===== config.mk =====
export PLATFORM = sky130hd
export DESIGN_NAME = mfp_switch_and_button_debouncer
export DESIGN_NICKNAME = d
export VERILOG_FILES = /design/src/rtl/mfp_switch_and_button_debouncer_pkg.sv /design/src/rtl/mfp_switch_and_button_debouncer_bit.sv /design/src/rtl/mfp_switch_and_button_debouncer.sv
export SDC_FILE = /design/constraint.sdc
export NUM_CORES = 1
export LEC_CHECK = 0
export ABC_AREA = 1
export CAP_MARGIN = 10
export CORE_ASPECT_RATIO = 1.25
export CORE_MARGIN = 3
export CORE_UTILIZATION = 58
export CTS_BUF_LIST = sky130_fd_sc_hd__clkbuf_8
export DETAILED_ROUTE_END_ITERATION = 16
export PLACE_DENSITY = 0.76
export SKIP_LAST_GASP = 1
export SYNTH_ARGS = -nofsm -noshare
export SYNTH_HDL_FRONTEND = slang
export SYNTH_SLANG_ARGS = --single-unit
export TNS_END_PERCENT = 100

===== constraint.sdc =====
create_clock -name HCLK -period 1.33 [get_ports HCLK]
set_clock_uncertainty 0.05 [all_clocks]
set_input_delay 0.1995 -clock HCLK [delete_from_list [all_inputs] [get_ports HCLK]]
set_output_delay 0.1995 -clock HCLK [all_outputs]
set_load 0.005 [all_outputs]

===== src/rtl/mfp_switch_and_button_debouncer_pkg.sv =====
// Shared constants and helpers for the board switch/button debouncer.
// Channel counts and the default stability depth live beside the GPIO config.
package mfp_switch_and_button_debouncer_pkg;

    localparam int MFP_N_SWITCHES     = 18;
    localparam int MFP_N_BUTTONS      = 5;
    localparam int MFP_DEBOUNCE_DEPTH = 16;

    typedef enum logic [1:0] {
        DB_HOLD   = 2'd0,
        DB_COUNT  = 2'd1,
        DB_ACCEPT = 2'd2
    } db_action_e;

    function automatic db_action_e db_action(
        input logic differ,
        input logic at_max
    );
        db_action_e a;
        a = DB_HOLD;
        unique case (1'b1)
            !differ:           a = DB_HOLD;
            differ && !at_max: a = DB_COUNT;
            differ && at_max:  a = DB_ACCEPT;
            default:           a = DB_HOLD;
        endcase
        return a;
    endfunction

endpackage


===== src/rtl/mfp_switch_and_button_debouncer_bit.sv =====
// One debounce channel: 2-flop synchroniser, stability counter and
// registered rising-edge pulse on the accepted level.
module mfp_debounce_bit
    import mfp_switch_and_button_debouncer_pkg::*;
#(
    parameter int DEBOUNCE_DEPTH = MFP_DEBOUNCE_DEPTH
)(
    input  logic HCLK,
    input  logic HRESETn,
    input  logic raw,
    output logic level,
    output logic rise
);

    localparam logic [DEBOUNCE_DEPTH-1:0] CNT_MAX = '1;

    logic                      sync1;
    logic                      sync2;
    logic                      stable;
    logic                      stable_nxt;
    logic                      rise_nxt;
    logic [DEBOUNCE_DEPTH-1:0] cnt;
    logic [DEBOUNCE_DEPTH-1:0] cnt_nxt;
    db_action_e                action;

    // sync1 may go metastable; only sync2 is allowed to feed logic
    always_ff @(posedge HCLK or negedge HRESETn) begin
        if (!HRESETn) begin
            sync1 <= 1'b0;
            sync2 <= 1'b0;
        end else begin
            sync1 <= raw;
            sync2 <= sync1;
        end
    end

    assign action = db_action(sync2 != stable, cnt == CNT_MAX);

    always_comb begin
        cnt_nxt    = cnt;
        stable_nxt = stable;
        rise_nxt   = 1'b0;
        unique case (action)
            DB_HOLD:   cnt_nxt = '0;
            DB_COUNT:  cnt_nxt = cnt + 1'b1;
            DB_ACCEPT: begin
                stable_nxt = sync2;
                cnt_nxt    = '0;
                rise_nxt   = sync2;
            end
            default:   cnt_nxt = '0;
        endcase
    end

    always_ff @(posedge HCLK or negedge HRESETn) begin
        if (!HRESETn) begin
            stable <= 1'b0;
            cnt    <= '0;
            rise   <= 1'b0;
        end else begin
            stable <= stable_nxt;
            cnt    <= cnt_nxt;
            rise   <= rise_nxt;
        end
    end

    assign level = stable;

endmodule


===== src/rtl/mfp_switch_and_button_debouncer.sv =====
// Conditions raw board switches and buttons into HCLK for the GPIO slave.
// Every pin gets its own independent debounce channel.
module mfp_switch_and_button_debouncer
    import mfp_switch_and_button_debouncer_pkg::*;
#(
    parameter int DEBOUNCE_DEPTH = MFP_DEBOUNCE_DEPTH
)(
    input  logic                      HCLK,
    input  logic                      HRESETn,
    input  logic [MFP_N_SWITCHES-1:0] raw_switches,
    input  logic [MFP_N_BUTTONS-1:0]  raw_buttons,
    output logic [MFP_N_SWITCHES-1:0] IO_Switches,
    output logic [MFP_N_BUTTONS-1:0]  IO_Buttons,
    output logic [MFP_N_BUTTONS-1:0]  IO_ButtonsPressed
);

    for (genvar i = 0; i < MFP_N_SWITCHES; i++) begin : g_sw
        mfp_debounce_bit #(
            .DEBOUNCE_DEPTH(DEBOUNCE_DEPTH)
        ) u_db (
            .HCLK    (HCLK),
            .HRESETn (HRESETn),
            .raw     (raw_switches[i]),
            .level   (IO_Switches[i]),
            .rise    ()
        );
    end

    for (genvar i = 0; i < MFP_N_BUTTONS; i++) begin : g_btn
        mfp_debounce_bit #(
            .DEBOUNCE_DEPTH(DEBOUNCE_DEPTH)
        ) u_db (
            .HCLK    (HCLK),
            .HRESETn (HRESETn),
            .raw     (raw_buttons[i]),
            .level   (IO_Buttons[i]),
            .rise    (IO_ButtonsPressed[i])
        );
    end

endmodule

==> results of run 1 <==
-- flip-flops by register name, summed over array words and instances, names as in the netlist --
register          count
g_btn.u_db.level      5
g_sw.u_db.sync1      18
g_sw.u_db.level      18
g_sw.u_db.cnt       288
g_btn.u_db.rise       5
g_sw.u_db.sync2      18
g_btn.u_db.sync2      5
g_btn.u_db.sync1      5
g_btn.u_db.cnt       80
-- path summary, 6_finish.rpt --
path | cells past startpoint | slack (ps) | from | endpoint
max | 6 | -260 | g_sw[4].u_db.cnt[5] | g_sw[4].u_db.cnt[6]
min in group HCLK | 0 | 290 | g_sw[11].u_db.sync1 | g_sw[11].u_db.sync2
min reg2reg | 0 | 290 | g_sw[11].u_db.sync1 | g_sw[11].u_db.sync2
min | 2 | -4 | HRESETn | g_sw[7].u_db.cnt[5]
max in group asynchronous | 3 | 560 | HRESETn | g_btn[0].u_db.cnt[3]
max reg2reg | 6 | -260 | g_sw[4].u_db.cnt[5] | g_sw[4].u_db.cnt[6]
-- per-layer routing --
metal	up-vias	track usage, %	share of wire [%]
met1	10110	28.33	37
li1	9745	-	-
met2	625	46.35	55
met5	-	0	0
met3	197	3.810	4.2
met4	0	10.13	3.4
-- timing repair --
| action | in CTS | in global routing |
|---|---|---|
| cloned | 11 | 8 |
| pin swaps | 60 | 153 |
| hold buffers | 25 | 0 |
| buffers inserted | 78 | 74 |
| endpoints found under the hold margin | 465 | 0 |
| gates resized for setup | 307 | 556 |
| endpoints found under the setup margin | 386 | 434 |
-- critical path, delay by kind of cell (launching register included) --
family                 cells  cell delay, ps
and+or+nand+nor            4             550
buffers and inverters      1             220
AOI/OAI and AO/OA          1             230
DFF                        1             410
-- where the power goes --
part           switching, W  internal [W]
registers          0.000253        0.0137
logic               0.00116      0.000982
clock network       0.00553       0.00706
-- placed cells by master, fill, tap and decap left out, types with 27 or more instances in the layout --
master / instances
nand2_1: 600
dfrtp_1: 424
nor2_1: 421
buf_4: 352
inv_1: 186
nor2_2: 170
nor2_4: 159
nand4_1: 131
xor2_1: 96
clkbuf_8: 93
nand3_1: 77
nand2_2: 68
xnor2_1: 65
o21bai_1: 58
o21ai_0: 34
buf_12: 28
nand2_4: 27
buf_2: 27
-- synthesized netlist by cell type --
master    count
o21bai_1     58
nand2_2      23
inv_2        12
o21ai_0      67
nand4_1     131
inv_1       172
ha_1         23
nor2_1      715
o21ai_1       4
xnor2_1      69
a21oi_1      18
nand2_1     675
buf_4        32
nand3b_1      1
nand4_2       4
xor2_1      110
dfrtp_1     442
o21ai_4      18
nand3_2      13
nor2_2       35
buf_6        19
nand3_1      86
or2_2         5
-- stage by stage --
step	instance area, sq um	total power [W]	setup WS (ps)	setup TNS [ps]	std cells
6_report	31080	0.02868	-256.4	-30340	3794
5_1_grt	31080	0.02971	-313.3	-55790	3794
4_1_cts	28640	0.02851	-139.5	-16810	3723
3_5_place_dp	25450	0.01561	-97.03	-11390	3477
3_3_place_gp	25450	0.01554	-30.68	-606.6	3477
2_1_floorplan	22510	0.01471	-93.74	-11850	2732
-- cells by family (layout without fill, tap and decap cells) --
logic type / Yosys count / count (layout)
DFF: 442 / 442
adders and majority gates: 23 / 23
xor gates and xnor gates: 179 / 179
buffers and inverters: 235 / 806
and+or+nand+nor: 1688 / 1693
AOI/OAI and AO/OA: 165 / 165
-- layout make-up --
class	instances	area share, %
clock buffers	93	4.118
multi-input cells	2060	41.07
flip-flops and latches	442	35.66
well taps	486	1.956
inverters	184	2.335
clock inverters	39	0.8735
repair buffers	490	14.00
==> results_dict.tcl, run 1 <==
set metrics [dict create \
    synth_compound_gate_area_share_pct 5.267 \
    finalCritPeriodShare_pct 119.3 \
    grt_pass1_wl_mm 87.20 \
    vias_per_cell 5.449 \
    numCtsBuffers 72 \
    synth_xor_xnor_area_share_pct 7.035 \
    ys_seq_area_share_pct 49.64 \
    synth_warnings 0 \
    ir_drop_mv 1.110 \
    whs_ps -4.394 \
    synth_top_area_cell "dfrtp_1" \
    rsz0062_at_grt "true" \
    clkTransAtPathRegs_ps 70 \
    cts_buffer_depth 3 \
    cp_slowest_stage_delay_ps 410 \
    die-height_microns 225.1 \
    htree_num_levels 3 \
    grt_use_total_pct 24.81 \
    synth_nets 2780 \
    finish.utilization_pct 82.75 \
    gp_congestion 0.8835 \
    drt-pass1-iter-count 5 \
    relSlewSlack_pct 74.64 \
    drt_iter0_drc 1338 \
    crit_type "flop to flop" \
    cts-root-buf "clkbuf_8" \
    finalWorstSetupSlack_ps -256.4 \
    synth_fa_ha_area_share_pct 1.291 \
    syn2layout_area_growth_pct 39.49 \
    cp_data_required_time_ps 1790 \
    cp_cell_sequence "nand2_1 -> nor2_4 -> nand2_8 -> o21ai_4 -> clkbuf_16 -> nor2_2" \
    setup_viol_count_final 386 \
    netlist_area_sq_mm 0.02228 \
    yosysUniqueCellTypes 23 \
    synth_seq_cells 442 \
    cp.arrival_ps 2050 \
    yosys.area_share.simple_pct 31.63 \
    overflow 0 \
    cap_violations 0 \
    rows 79 \
    multiInputGateArea_sq_mm 0.01276 \
    end_kind "flop" \
    io_buffers 52 \
    finalCriticalPeriod_ps 1586 \
    die_area_sq_mm 0.04082 \
    violations "negative hold slack, negative setup slack" \
    fin_nets 3298 \
    insertedDiodeCount 0 \
    hp-class "input port to async pin" \
    drive_gt1_share_pct 34.43 \
    die_w_microns 181.3 \
    final.fill_count 2002 \
    start_util_pct 59.33 \
    yosys.area.top_type_share_pct 49.64 \
    clk_latency_ps 620 \
    first_global_vias 20110 \
    route.detailed.drc 0 \
    vias 20680 \
    cts_tree "done" \
    crit_slowest_cell "dfrtp_1" \
    synth_mux_area_share_pct 0 \
    cts_num_sinks 442 \
    crit_fanout 8 \
    netlist_instances 2732 \
    synth_area_leaders "dfrtp_1 50%, nor2_1 12%, nand2_1 11%" \
    syn_area_per_cell_sq_um 8.157 \
    outcome "finished, violations left" \
    wl_mm 59.76 \
    cp-start-kind "flop" \
    wl_per_cell_microns 15.75 \
    grt_max_degree 72 \
    p_leak_nw 12.78 \
    power.density_mw_per_mm2 922.6 \
    dp_hpwl_mm 32.22 \
    tightestPinTransition_ps 380.4 \
    hold_violations 1 \
    ant_nets 0 \
    grt_antenna_before_repair 0 \
    pin_count 53 \
    synth_top_family_by_area "simple AND/OR/NAND/NOR gates" \
    area.sequential_sq_mm 0.01108 \
    drv_slew 0 \
    core_area_sq_mm 0.03756 \
    fmax_mhz 630.3 \
]
(Power assumes the default switching activity.)
==> inputs of run 2 (changes only) <==
Settings changed: CORE_UTILIZATION 58 to 44, PLACE_DENSITY 0.76 to 0.6.
==> results_dict.tcl, run 2 (synthesized netlist as in run 1, its figures left out) <==
set metrics [dict create \
    grt_antenna_before_repair 1 \
    drt-pass1-iter-count 5 \
    numCtsBuffers 78 \
    placed_cells 3685 \
    drt-met1-wl_mm 21.02 \
    vias_per_cell 4.895 \
    clk_latency_ps 660 \
    route.detailed.drc 0 \
    dp_hpwl_mm 32.27 \
    violations "negative setup slack" \
    finalCritPeriodShare_pct 110.2 \
    worstReg2RegStart "g_sw[0].u_db.cnt[0]" \
    ir_drop_mv 0.7963 \
    start_util_pct 44.79 \
    ant_nets 0 \
    layout_commonest_cell "nand2_1" \
    grt_pass1_wl_mm 85.77 \
    fin_setup_tns_ps -21530 \
    largest_register "g_sw.u_db.cnt" \
    cp_slowest_stage_delay_ps 410 \
    cts_tree "done" \
    path_delay_family "flip-flops" \
    drt_iter0_drc 708 \
    layout_common_cells "620 x nand2_1, 480 x nor2_1, 423 x dfrtp_1" \
    setup_viol_count_final 329 \
    relSlewSlack_pct 52.02 \
    cts_buffer_depth 3 \
    drive_gt1_share_pct 32.45 \
    reg_top3 "g_sw.u_db.cnt x288, g_btn.u_db.cnt x80" \
    overflow 0 \
    outcome "finished, violations left" \
    largest_reg_flops 288 \
    wl_mm 51.78 \
    wl_per_cell_microns 12.97 \
    cp.arrival_ps 1220 \
    end_kind "output pin" \
    syn2layout_area_growth_pct 40.34 \
    grt_use_total_pct 18.48 \
    crit_type "flop to output pin" \
    reg2reg_to "g_sw[0].u_db.cnt[6]" \
    cts_num_sinks 442 \
    crit_slowest_cell "dfrtp_1" \
    tightestPinTransition_ps 717.4 \
    first_global_vias 19790 \
    drv_slew 0 \
    die-height_microns 257.6 \
    die_area_sq_mm 0.05340 \
    dr_wl_met3_mm 1.569 \
    cts-root-buf "clkbuf_8" \
    die_w_microns 207.3 \
    cp_data_required_time_ps 1080 \
    final_cell_count_no_fill 3993 \
    pin_count 53 \
    top_layer "met4" \
    core_area_sq_mm 0.04976 \
    rrSetupSlack_ps -130 \
    crit_fanout 2 \
    worstRegToRegCells 7 \
    hold_violations 0 \
    crit_cells 1 \
    cp_cell_sequence "buf_2" \
    hp-class "input port to async pin" \
    rows 91 \
    fin_nets 3330 \
    clkTransAtPathRegs_ps 70 \
    gp_congestion 0.8287 \
    vias 19540 \
    cap_violations 0 \
    power.density_mw_per_mm2 919.3 \
    finalWorstSetupSlack_ps -135.5 \
    grt_max_degree 61 \
    htree_num_levels 3 \
    crit_buf_inv 1 \
    fmax_mhz 682.4 \
    cp-start-kind "flop" \
    finalCriticalPeriod_ps 1466 \
    wl_met2_mm 27.79 \
    p_leak_nw 12.95 \
    rsz0062_at_grt "true" \
    io_buffers 52 \
]
[run 2: cell count changes in the layout (fill, tap and decap cells not counted), moves of 5 or more]
cell / change
buf_4: +20
nor2_1: +59
o21ai_0: +8
nand2_2: -20
nor2_4: -22
nand2_1: +20
nor2_2: -37
o21ai_2: -5
[run 2: power breakdown]
group	total (W)	internal [W]	switching, W
clock	0.0128	0.00706	0.00571
combinational	0.00205	0.000957	0.00109
sequential	0.0139	0.0137	0.000235
[run 2: worst max-delay path by stage]
stage | from | slack (ps) | to
after floorplan | g_sw[11].u_db.cnt[0] | -90 | g_sw[11].u_db.cnt[12]
after global placement | g_sw[10].u_db.cnt[1] | -70 | g_sw[10].u_db.level
after detailed placement | g_btn[3].u_db.cnt[0] | -90 | g_btn[3].u_db.cnt[12]
after CTS | g_sw[0].u_db.level | -230 | IO_Switches[0]
after global routing | g_sw[4].u_db.cnt[1] | -230 | g_sw[4].u_db.cnt[10]
final | g_sw[0].u_db.level | -140 | IO_Switches[0]
[run 2: what timing repair did]
| action | 4_1_cts | 5_1_grt |
|---|---|---|
| resized for setup | 302 | 450 |
| hold buffers | 25 | 1 |
| setup buffers | 73 | 60 |
| cloned | 12 | 8 |
| endpoints found under the setup margin | 403 | 435 |
| endpoints found under the hold margin | 465 | 14 |
| pin swaps | 68 | 115 |
[run 2: routing by layer]
| metal | track usage [%] | vias to the layer above |
|---|---|---|
| li1 | - | 9772 |
| met1 | 21.01 | 9419 |
| met2 | 34.02 | 244 |
| met3 | 3.329 | 109 |
| met4 | 7.904 | 0 |
| met5 | 0 | - |
[run 2: layout make-up]
type                    count  area [sq um]
clock inverters            47         312.8
flip-flops and latches    442         11080
diodes                      1         2.502
clock buffers              92          1266
multi-input cells        2060         12440
fillers                  4119         18480
repair buffers            516          4626
well taps                 651         814.5
inverters                 184         730.7
[run 2: metrics by stage]
stage / area, sq um / util, % / hold WS, ps / power (W) / setup slack, ps
after CTS: 29200 / 58.69 / 81.58 / 0.02900 / -230.0
after detailed placement: 26000 / 52.26 / 24.69 / 0.01561 / -86.79
after floorplan: 22510 / - / -146.1 / 0.01471 / -93.74
final: 31270 / 62.85 / 137.3 / 0.02875 / -135.5
after global placement: 26000 / 52.26 / 20.57 / 0.01555 / -67.10
after global routing: 31270 / 62.85 / 122.7 / 0.03015 / -228.1
==> inputs of run 3 (changes only) <==
Settings changed: ABC_AREA 1 to unset, HOLD_SLACK_MARGIN set to 0.05.
==> results_dict.tcl, run 3 <==
set metrics [dict create \
    outcome "finished, violations left" \
    violations "negative setup slack" \
    grt_antenna_before_repair 1 \
    largest_reg_flops 288 \
    fin_nets 2730 \
    cts_num_sinks 442 \
    p_sw_w 0.006510 \
    synth_seq_cells 442 \
    busiest_layer "met2" \
    gp_congestion 0.7921 \
    syn_area_per_cell_sq_um 10.20 \
    synth_area_leaders "dfrtp_1 54%, xnor2_1 9.8%, nor2_1 7.5%" \
    p_seq_share_pct 49.5 \
    layout_common_cells "506 x buf_4, 438 x dfrtp_1, 210 x xnor2_1" \
    pin_count 53 \
    finalCriticalPeriod_ps 1667 \
    setup_viol_count_final 416 \
    yosys.area.top_type_share_pct 54.28 \
    ir_drop_mv 0.7698 \
    cts_buffer_depth 3 \
    largest_register "g_sw.u_db.cnt" \
    synth_warnings 0 \
    ys.flop_type "dfrtp_1" \
    switching_share_pct 23.27 \
    relSlewSlack_pct 64.48 \
    overflow 0 \
    numCtsBuffers 75 \
    grt_max_degree 73 \
    drive_gt1_share_pct 43.75 \
    io_buffers 52 \
    clkTransAtPathRegs_ps 60 \
    netlist_area_sq_mm 0.02038 \
    die-height_microns 246.6 \
    drt-pass1-iter-count 4 \
    async_reset_ff_share_pct 100.0 \
    rsz0062_at_grt "true" \
    wl_per_cell_microns 13.94 \
    power.density_mw_per_mm2 930.4 \
    synth_edf_count 0 \
    cts-root-buf "clkbuf_8" \
    vias_per_cell 5.027 \
    use_met1_pct 22.55 \
    dp_hpwl_mm 27.99 \
    crit_fanout 3 \
    htree_num_levels 3 \
    vias 16670 \
    p_leak_nw 13.09 \
    hold_violations 0 \
    start_util_pct 44.89 \
    reg_top3 "g_sw.u_db.cnt x288, g_btn.u_db.cnt x80" \
    layout_commonest_cell "buf_4" \
    fmax_mhz 599.9 \
    drt_iter0_drc 616 \
    die_area_sq_mm 0.04895 \
    cp-start-kind "flop" \
    tightestPinTransition_ps 531.1 \
    netlist_instances 1998 \
    ys_seq_area_share_pct 54.28 \
    cts_tree "done" \
    rows 87 \
    pwr-share-clk_pct 43.9 \
    core_area_sq_mm 0.04539 \
    end_kind "flop" \
    grtUsageMet3_pct 3.420 \
    crit_type "flop to flop" \
    syn2layout_area_growth_pct 47.54 \
    cp.arrival_ps 2120 \
    ys_top_cells_by_count "442 x dfrtp_1, 407 x nor2_1, 229 x xnor2_1" \
    synth_nets 2046 \
    wl_mm 46.20 \
    fin_setup_tns_ps -63380 \
    clk_latency_ps 630 \
    hp-class "input port to async pin" \
    cap_violations 0 \
    finalCritPeriodShare_pct 125.3 \
    grt_use_total_pct 19.11 \
    first_global_vias 17910 \
    ant_nets 0 \
    grt_pass1_wl_mm 79.63 \
    p_int_w 0.02146 \
    grt.met2_usage_pct 34.50 \
    synth_top_area_cell "dfrtp_1" \
    totalPowerFinal_w 0.02797 \
    route.detailed.drc 0 \
    cp_data_required_time_ps 1780 \
    p_comb_share_pct 6.5 \
    die_w_microns 198.5 \
    finalWorstSetupSlack_ps -336.9 \
    yosysUniqueCellTypes 44 \
    yosysMostFrequentCell "dfrtp_1" \
    drv_slew 0 \
]
## run 3: cell types whose count changed in the layout (fill, tap and decap cells not counted), sizes merged, moves of 58 or more
cell,delta
o21bai,-58
nand2,-623
buf,+147
nor3,+85
nor2,-343
inv,-104
xnor2,+160
o21ai,-64
## run 3: per-stage QoR
stage          instances  cell area (sq um)  utilization, %  hold slack, ps  worst slack, ps
6_report            3315              30070           66.24           109.2           -336.9
5_1_grt             3315              30070           66.24           92.77           -389.2
4_1_cts             3285              29000           63.88           58.96           -336.3
3_5_place_dp        3018              25190           55.49          -13.59           -383.9
3_3_place_gp        3018              25190           55.49          -15.31           -358.8
2_1_floorplan       1998              20970               -          -146.1           -498.4
## run 3: worst paths after layout
path | startpoint | to | slack (ps) | cells past startpoint
max | g_btn[3].u_db.cnt[9] | g_btn[3].u_db.level | -340 | 4
min | HRESETn | g_btn[1].u_db.cnt[14] | 110 | 3
max reg2reg | g_btn[3].u_db.cnt[9] | g_btn[3].u_db.level | -340 | 4
min reg2reg | g_sw[8].u_db.sync1 | g_sw[8].u_db.sync2 | 300 | 0
max in group asynchronous | HRESETn | g_btn[1].u_db.sync2 | 170 | 3
min in group HCLK | g_sw[8].u_db.sync1 | g_sw[8].u_db.sync2 | 300 | 0
## run 3: logic make-up (layout without fill, tap and decap cells)
logic type,count (synthesis),count (layout),share of synthesized area (%)
muxes,24,24,1.363
AOI/OAI and AO/OA,80,96,2.935
DFF,442,442,54.28
buffers and inverters,151,873,3.414
other,0,1,0
xor gates and xnor gates,320,320,13.75
and+or+nand+nor,958,958,22.85
adders and majority gates,23,23,1.412
## run 3: final cells by class
class / count / area (sq um)
Multi-Input combinational cell: 1421 / 11050
Antenna cell: 1 / 2.502
Sequential cell: 442 / 11070
Tap cell: 578 / 723.2
Clock inverter: 34 / 196.4
Clock buffer: 97 / 1335
Timing Repair Buffer: 655 / 5370
Fill cell: 3447 / 15330
Inverter: 87 / 326.6
## run 3: timing repair
action	in CTS	in global routing
endpoints found under the setup margin	415	422
cloned	16	1
hold endpoints to repair	465	0
gates resized for setup	396	228
buffers inserted	96	31
hold buffers	26	0
pin swaps	203	104
## run 3: routing by layer
metal  share of wire [%]  up-vias
met3                 3.1       96
met4                 2.6        0
met1                  41     8196
met2                  53      183
met5                   0        -
li1                    -     8190
## run 3: worst max-delay path: stages, from the launching register on
cell,delay (ps)
dfrtp_1,350
and4_4,240
nand4_4,80
or4_4,510
mux2_4,310
## run 3: power by group through the flow
stage | combinational (W) | clock [W] | sequential, W
after global placement | 0.00145 | 0 | 0.0141
after floorplan | 0.000584 | 0 | 0.0141
after detailed placement | 0.00151 | 0 | 0.0141
after global routing | 0.00204 | 0.0134 | 0.0139
final | 0.00183 | 0.0123 | 0.0139
after CTS | 0.00173 | 0.0128 | 0.0139
